File: src/rtl/instr_sequencer.sv
// instr_sequencer: fetch/issue sequencer between program memory and the
// control unit. Each instruction word is fetched from a synchronous memory,
// captured into the instruction register and offered to the execute stage
// under a valid/ready handshake.
// Word format: [7:5] opcode, [4:3] rd, [2:1] rs, [0] last.
// Optional feature macro: SEQ_SINGLE_STEP_EN adds the step input and a PAUSE
// state entered after every non-last handshake.
module instr_sequencer #(
    parameter int ADDR_W = 4
) (
    input  logic              clk,
    input  logic              rst_n,
    input  logic              start,
    output logic [ADDR_W-1:0] imem_addr,
    input  logic [7:0]        imem_rdata,
    output logic [2:0]        opcode,
    output logic [1:0]        rd_sel,
    output logic [1:0]        rs_sel,
    output logic              issue_valid,
    input  logic              issue_ready,
    output logic              busy,
    output logic              done,
    output logic [ADDR_W-1:0] pc
`ifdef SEQ_SINGLE_STEP_EN
    ,
    input  logic              step
`endif
);

    typedef enum logic [2:0] {
        S_IDLE,
        S_FETCH,
        S_WAIT,
        S_ISSUE,
        S_DONE
`ifdef SEQ_SINGLE_STEP_EN
        ,
        S_PAUSE
`endif
    } state_t;

    state_t            state_q;
    logic [ADDR_W-1:0] pc_q;
    logic [ADDR_W-1:0] pc_d;
    logic [2:0]        opcode_q;
    logic [1:0]        rd_q;
    logic [1:0]        rs_q;
    logic              last_q;
    logic              valid_q;
    logic              busy_q;
    logic              done_q;

    // Next fetch address; wraps silently at the top of the memory.
    assign pc_d = pc_q + ADDR_W'(1);

    // Sequencer FSM; every output is a register so the execute stage sees
    // glitch-free handshake and select signals.
    always_ff @(posedge clk or negedge rst_n) begin
        if (!rst_n) begin
            state_q  <= S_IDLE;
            pc_q     <= '0;
            opcode_q <= '0;
            rd_q     <= '0;
            rs_q     <= '0;
            last_q   <= 1'b0;
            valid_q  <= 1'b0;
            busy_q   <= 1'b0;
            done_q   <= 1'b0;
        end else begin
            done_q <= 1'b0;
            case (state_q)
                S_IDLE: begin
                    if (start) begin
                        pc_q    <= '0;
                        busy_q  <= 1'b1;
                        state_q <= S_FETCH;
                    end
                end
                S_FETCH: begin
                    // Address is presented this cycle; data returns next cycle.
                    state_q <= S_WAIT;
                end
                S_WAIT: begin
                    // Selects change only here so they hold their last issued
                    // value in every other state.
                    opcode_q <= imem_rdata[7:5];
                    rd_q     <= imem_rdata[4:3];
                    rs_q     <= imem_rdata[2:1];
                    last_q   <= imem_rdata[0];
                    valid_q  <= 1'b1;
                    state_q  <= S_ISSUE;
                end
                S_ISSUE: begin
                    // Valid stays up until the execute stage takes the word.
                    if (issue_ready) begin
                        valid_q <= 1'b0;
                        if (last_q) begin
                            done_q  <= 1'b1;
                            state_q <= S_DONE;
                        end else begin
                            pc_q    <= pc_d;
`ifdef SEQ_SINGLE_STEP_EN
                            state_q <= S_PAUSE;
`else
                            state_q <= S_FETCH;
`endif
                        end
                    end
                end
                S_DONE: begin
                    busy_q  <= 1'b0;
                    state_q <= S_IDLE;
                end
`ifdef SEQ_SINGLE_STEP_EN
                S_PAUSE: begin
                    if (step) begin
                        state_q <= S_FETCH;
                    end
                end
`endif
                default: begin
                    state_q <= S_IDLE;
                end
            endcase
        end
    end

    assign imem_addr   = pc_q;
    assign pc          = pc_q;
    assign opcode      = opcode_q;
    assign rd_sel      = rd_q;
    assign rs_sel      = rs_q;
    assign issue_valid = valid_q;
    assign busy        = busy_q;
    assign done        = done_q;

endmodule

File: config.mk
export PLATFORM = sky130hd
export DESIGN_NAME = instr_sequencer
export DESIGN_NICKNAME = d
export VERILOG_FILES = /design/src/rtl/instr_sequencer.sv
export SDC_FILE = /design/constraint.sdc
export NUM_CORES = 1
export LEC_CHECK = 0
export ABC_AREA = 0
export CAP_MARGIN = 20
export CORE_AREA = 2 2 49 51
export CTS_CLUSTER_DIAMETER = 120
export CTS_CLUSTER_SIZE = 28
export DETAILED_ROUTE_END_ITERATION = 10
export DIE_AREA = 0 0 51 53
export PLACE_DENSITY = 0.73
export SKIP_CTS_REPAIR_TIMING = 1
export SYNTH_ARGS = -nofsm -noshare
export SYNTH_HDL_FRONTEND = slang
export SYNTH_SLANG_ARGS = --single-unit
File: constraint.sdc
create_clock -name clk -period 1.72 [get_ports clk]
set_input_delay 0.172 -clock clk [delete_from_list [all_inputs] [get_ports clk]]
set_output_delay 0.172 -clock clk [all_outputs]
set_load 0.05 [all_outputs]
# Word level (Yosys, flattened, before mapping)
# Cells that the tools add are included.
dict set report word_totals {
  output_inout_bits 18
  regBits 18
  input_bits 12
  word_cells 40
}
dict set report op_classes {
  add_sub_neg 1
  n_mux 15
  n_eq_ne 7
  reduce_logical 8
}
# op n
set op_table {}
lappend op_table {{two-way mux 4 bit} 3}
lappend op_table {{one-hot mux 3 bit (4 select lines)} 1}
lappend op_table {{two-way mux 3 bit} 3}
lappend op_table {{one-hot mux 4 bit (2 select lines)} 1}
lappend op_table {{equality test 3 x 2 -> 1 bit, second input constant} 2}
lappend op_table {{!= test 2 bit, second input constant} 3}
lappend op_table {{AND reduction 2 bit} 3}
lappend op_table {{nonzero test 2 bit} 3}
lappend op_table {{two-way mux 1 bit} 5}
lappend op_table {{adder 4 x 1 -> 4 bit, second input constant} 1}
lappend op_table {{one-hot mux 1 bit (2 select lines)} 2}
lappend op_table {{AND reduction 4 bit} 1}
lappend op_table {{equality test 3 x 1 -> 1 bit, second input constant} 1}
lappend op_table {{equality test 3 bit, second input constant} 1}
lappend op_table {{logical NOT 3 bit} 1}

# Longest topological paths before layout
dict set report depth {
  depth_word 4
  depth_mapped 5
}

# Least setup slack after synthesis
# No wires, ideal clock.
dict set report synth_timing {
  path_kind {flip-flop to flip-flop}
  from {reg pc_q[0] (netlist: imem_addr[0])}
  to {reg pc_q[1] (netlist: imem_addr[1])}
  required_ps 1595
  path_stages_with_launch 4
  arrival_ps 1389
  setup_slack_ps 206
  period_less_slack_ps 1514
  path_buffers 0
  setup_ps 125
  path_cell_list {dfrtp_1 -> ha_1 -> and3_1 -> mux2_2}
}
dict set report synth_between {
  elab_chain_cells 4
}
# item line_no
set synth_lines {}
lappend synth_lines {{from (decl)} 43} ;# logic [ADDR_W-1:0] pc_q;
lappend synth_lines {{from (signal assigned)} 101} ;# pc_q <= pc_d;
lappend synth_lines {{adder 4 x 1 -> 4 bit} 54} ;# assign pc_d = pc_q + ADDR_W'(1);
lappend synth_lines {{two-way mux 4 bit} 97} ;# if (last_q) begin
lappend synth_lines {{two-way mux 4 bit} 95} ;# if (issue_ready) begin
lappend synth_lines {{one-hot mux 4 bit (2 select lines)} 71} ;# case (state_q)
# Every way passes these cells. The select of a mux whose other input is x is not followed.
# A chain may end at the register's enable or synchronous reset.

# Final worst setup path
dict set report layout_timing {
  from {reg opcode_q[0] (netlist: opcode[0])}
  to {out opcode[0]}
}
# item line_no
set layout_rtl {}
lappend layout_rtl {{from (decl)} 45} ;# logic [2:0] opcode_q;
lappend layout_rtl {{from (signal assigned)} 86} ;# opcode_q <= imem_rdata[7:5];
lappend layout_rtl {{to (decl)} 16} ;# output logic [2:0] opcode,
# No word-level cell between the ends.

==> summary.txt <==
Outcome
  – Status: complete, no violations

CTS
  – Clk_lat worst skew: 290 ps
  – Clk slew on worst S/H paths: ~100 ps
  – CTS tree: built
  – TritonCTS Buffers: 3
  – CTS H-tree depth: 1
  – Clock Path Buffers: 2
  – CTS Root Cell: clkbuf_4
  – Num Clock Sinks: 18

Critical path
  – Crit path max-delay family: buffers and inverters
  – WP depth: 1
  – Critical path arrival: 1460 ps
  – Max incr delay on CP: 810 ps
  – Req. time, crit path: 1550 ps
  – Setup crit end kind: primary output
  – R2R cell count: 3
  – Slowest cell on the critical path: clkdlybuf4s50_1
  – Max Fanout on Critical Path: 2
  – CP Buf/Inv Count: 1
  – Startpoint types: flip-flop
  – Setup CP Type: reg2out
  – Reg2reg start: state_q[1]$_DFFE_PN0P_
  – Worst Setup SP: opcode[0]$_DFFE_PN0P_
  – Worst path cell trace: clkdlybuf4s50_1

Routing
  – Routed Antenna Nets: 0
  – WL per Instance: 12.0 µm
  – Vias: 649
  – Drt drc: 0
  – Iter 0 DRT Violations: 5
  – Vias per cell: 4.99
  – DRT Wirelength: roughly 1600 µm
  – Drt first pass iters: 4

Floorplanning
  – Core Rows: 17
  – Die X: 51 µm
  – Die height: between 50 and 60 µm
  – # IOs: 30
  – Core area: 2150 µm²
  – DIE AREA: 2700 µm²
  – Starting density of the core: 0.393

Synth
  – Synth Instances: 69
  – Synth Net Count: 82
  – Synth Warn #: 0
  – Post-synthesis cell type count: 27
  – Register area share after synthesis: 0.534
  – Post-Syn Area: 843 µm²
  – Mean post-synth cell area: 12.2 µm²
  – Register bit total from synthesis: 18

STA
  – Max-slew headroom: 0.662
  – Fmax: between 600 and 700 MHz
  – Worst Skew: approximately 1.9 ps
  – Slew of the pin with the lowest slew margin: a little over 500 ps
  – Slew Limit Fails: 0
  – Final Setup Violations: 0
  – Hold Fails Final Rpt: 0
  – Unrepaired setup endpoints after global routing: false
  – Post-route minimum period: 1630 ps
  – Final worst-path cycle share: 0.948
  – Min Hold Slack: 204 ps

Global routing
  – Antenna violations before repair: 0
  – Vias in the first global route: ~650
  – GRT overflow: 0
  – GRT Overall Usage: 0.143
  – Pin count of the biggest net entering global routing: 19
  – First-pass GRT wire length: 2780 µm

Layout
  – Nets@finish: around 120
  – Filler cells: 192
  – Layout area overhead: 40.1%
  – Layout cells sized above 1: 0.314
  – Most common cell after layout, fill and taps aside: clkdlybuf4s50_1
  – Commonest cells after routing, fill and taps aside: clkdlybuf4s50_1, dfrtp_1, buf_4
  – # diodes: 0

Place
  – Routability congestion estimate: 0.716
  – PortBufs: 29
  – Hpwl dp: ~1200 µm

Run
  – Max-cap violations: 0

Worst hold path
  – HP Class: in2async
-- layout make-up --
| cell class | instances | area [µm²] | area share |
|---|---|---|---|
| clock buffers | 4 | 36.3 | 0.0307 |
| flip-flops and latches | 18 | 450 | 0.381 |
| multi-input cells | 43 | 333 | 0.282 |
| well taps | 28 | 35.0 | 0.0297 |
| repair buffers | 36 | 323 | 0.273 |
| inverters | 1 | 3.75 | 0.00318 |
-- cell families (layout without fill, tap and decap cells) --
kind of cell | count (synthesis) | after routing | synth area share
AOI/OAI and AO/OA | 9 | 9 | 0.0861
adders and majority gates | 1 | 1 | 0.0148
buffers and inverters | 8 | 41 | 0.0712
DFF | 18 | 18 | 0.534
muxes | 10 | 10 | 0.134
and+or+nand+nor | 23 | 23 | 0.160
-- per-layer routing --
metal	global-route usage	vias to the layer above	wire [µm]
met5	0	-	0
met4	0.0991	0	38
met3	0.0424	4	136
met2	0.214	27	710
met1	0.175	307	676
li1	-	311	-
-- synth_stat cells, drive strengths merged --
master | n | area (µm²)
nor3 | 1 | 5.00
nand4 | 1 | 6.26
a21oi | 3 | 18.8
a2111oi | 1 | 15.0
a2bb2oi | 1 | 8.76
a211o | 1 | 8.76
and2 | 1 | 6.26
nand4b | 1 | 8.76
nor2b | 2 | 12.5
nand2b | 2 | 12.5
a21o | 1 | 7.51
inv | 1 | 3.75
ha | 1 | 12.5
o221ai | 1 | 8.76
o21ai | 1 | 5.00
nand2 | 4 | 15.0
or3b | 1 | 11.3
nand3 | 1 | 5.00
and3 | 2 | 12.5
dfrtp | 18 | 450
buf | 7 | 56.3
or4 | 1 | 7.51
and4 | 2 | 17.5
nor2 | 4 | 15.0
mux2 | 10 | 113
-- path summary, 6_finish.rpt --
| check | slack, ps | to |
|---|---|---|
| hold / removal | 200 | imem_addr[2]$_DFFE_PN0P_ |
| hold reg to reg | 500 | issue_valid$_DFFE_PN0P_ |
| setup / recovery | 90 | opcode[0] |
| min in group clk | 490 | opcode[0]$_DFFE_PN0P_ |
| max in group asynchronous | 1330 | imem_addr[1]$_DFFE_PN0P_ |
| setup reg to reg | 220 | imem_addr[1]$_DFFE_PN0P_ |
-- state kept, by name, indices dropped and copies added (netlist names) --
signal	flops
busy	1
done	1
imem_addr	4
issue_valid	1
last_q	1
opcode	3
rd_sel	2
rs_sel	2
state_q	3
-- metrics by stage --
| step | TNS (ps) | setup WS, ps | util | cell area (µm²) | cells |
|---|---|---|---|---|---|
| floorplan | 0 | 206 | - | 843 | 69 |
| global placement | 0 | 15.2 | 0.533 | 1140 | 126 |
| detailed placement | -14.7 | -14.7 | 0.533 | 1140 | 126 |
| CTS | 0 | 69.3 | 0.550 | 1180 | 130 |
| global route | 0 | 26.0 | 0.550 | 1180 | 130 |
| finish | 0 | 89.6 | 0.550 | 1180 | 130 |
Power is left out: the tool's default activity adds up to more than one toggle a clock period on the data nets, which glitch-free logic cannot reach.
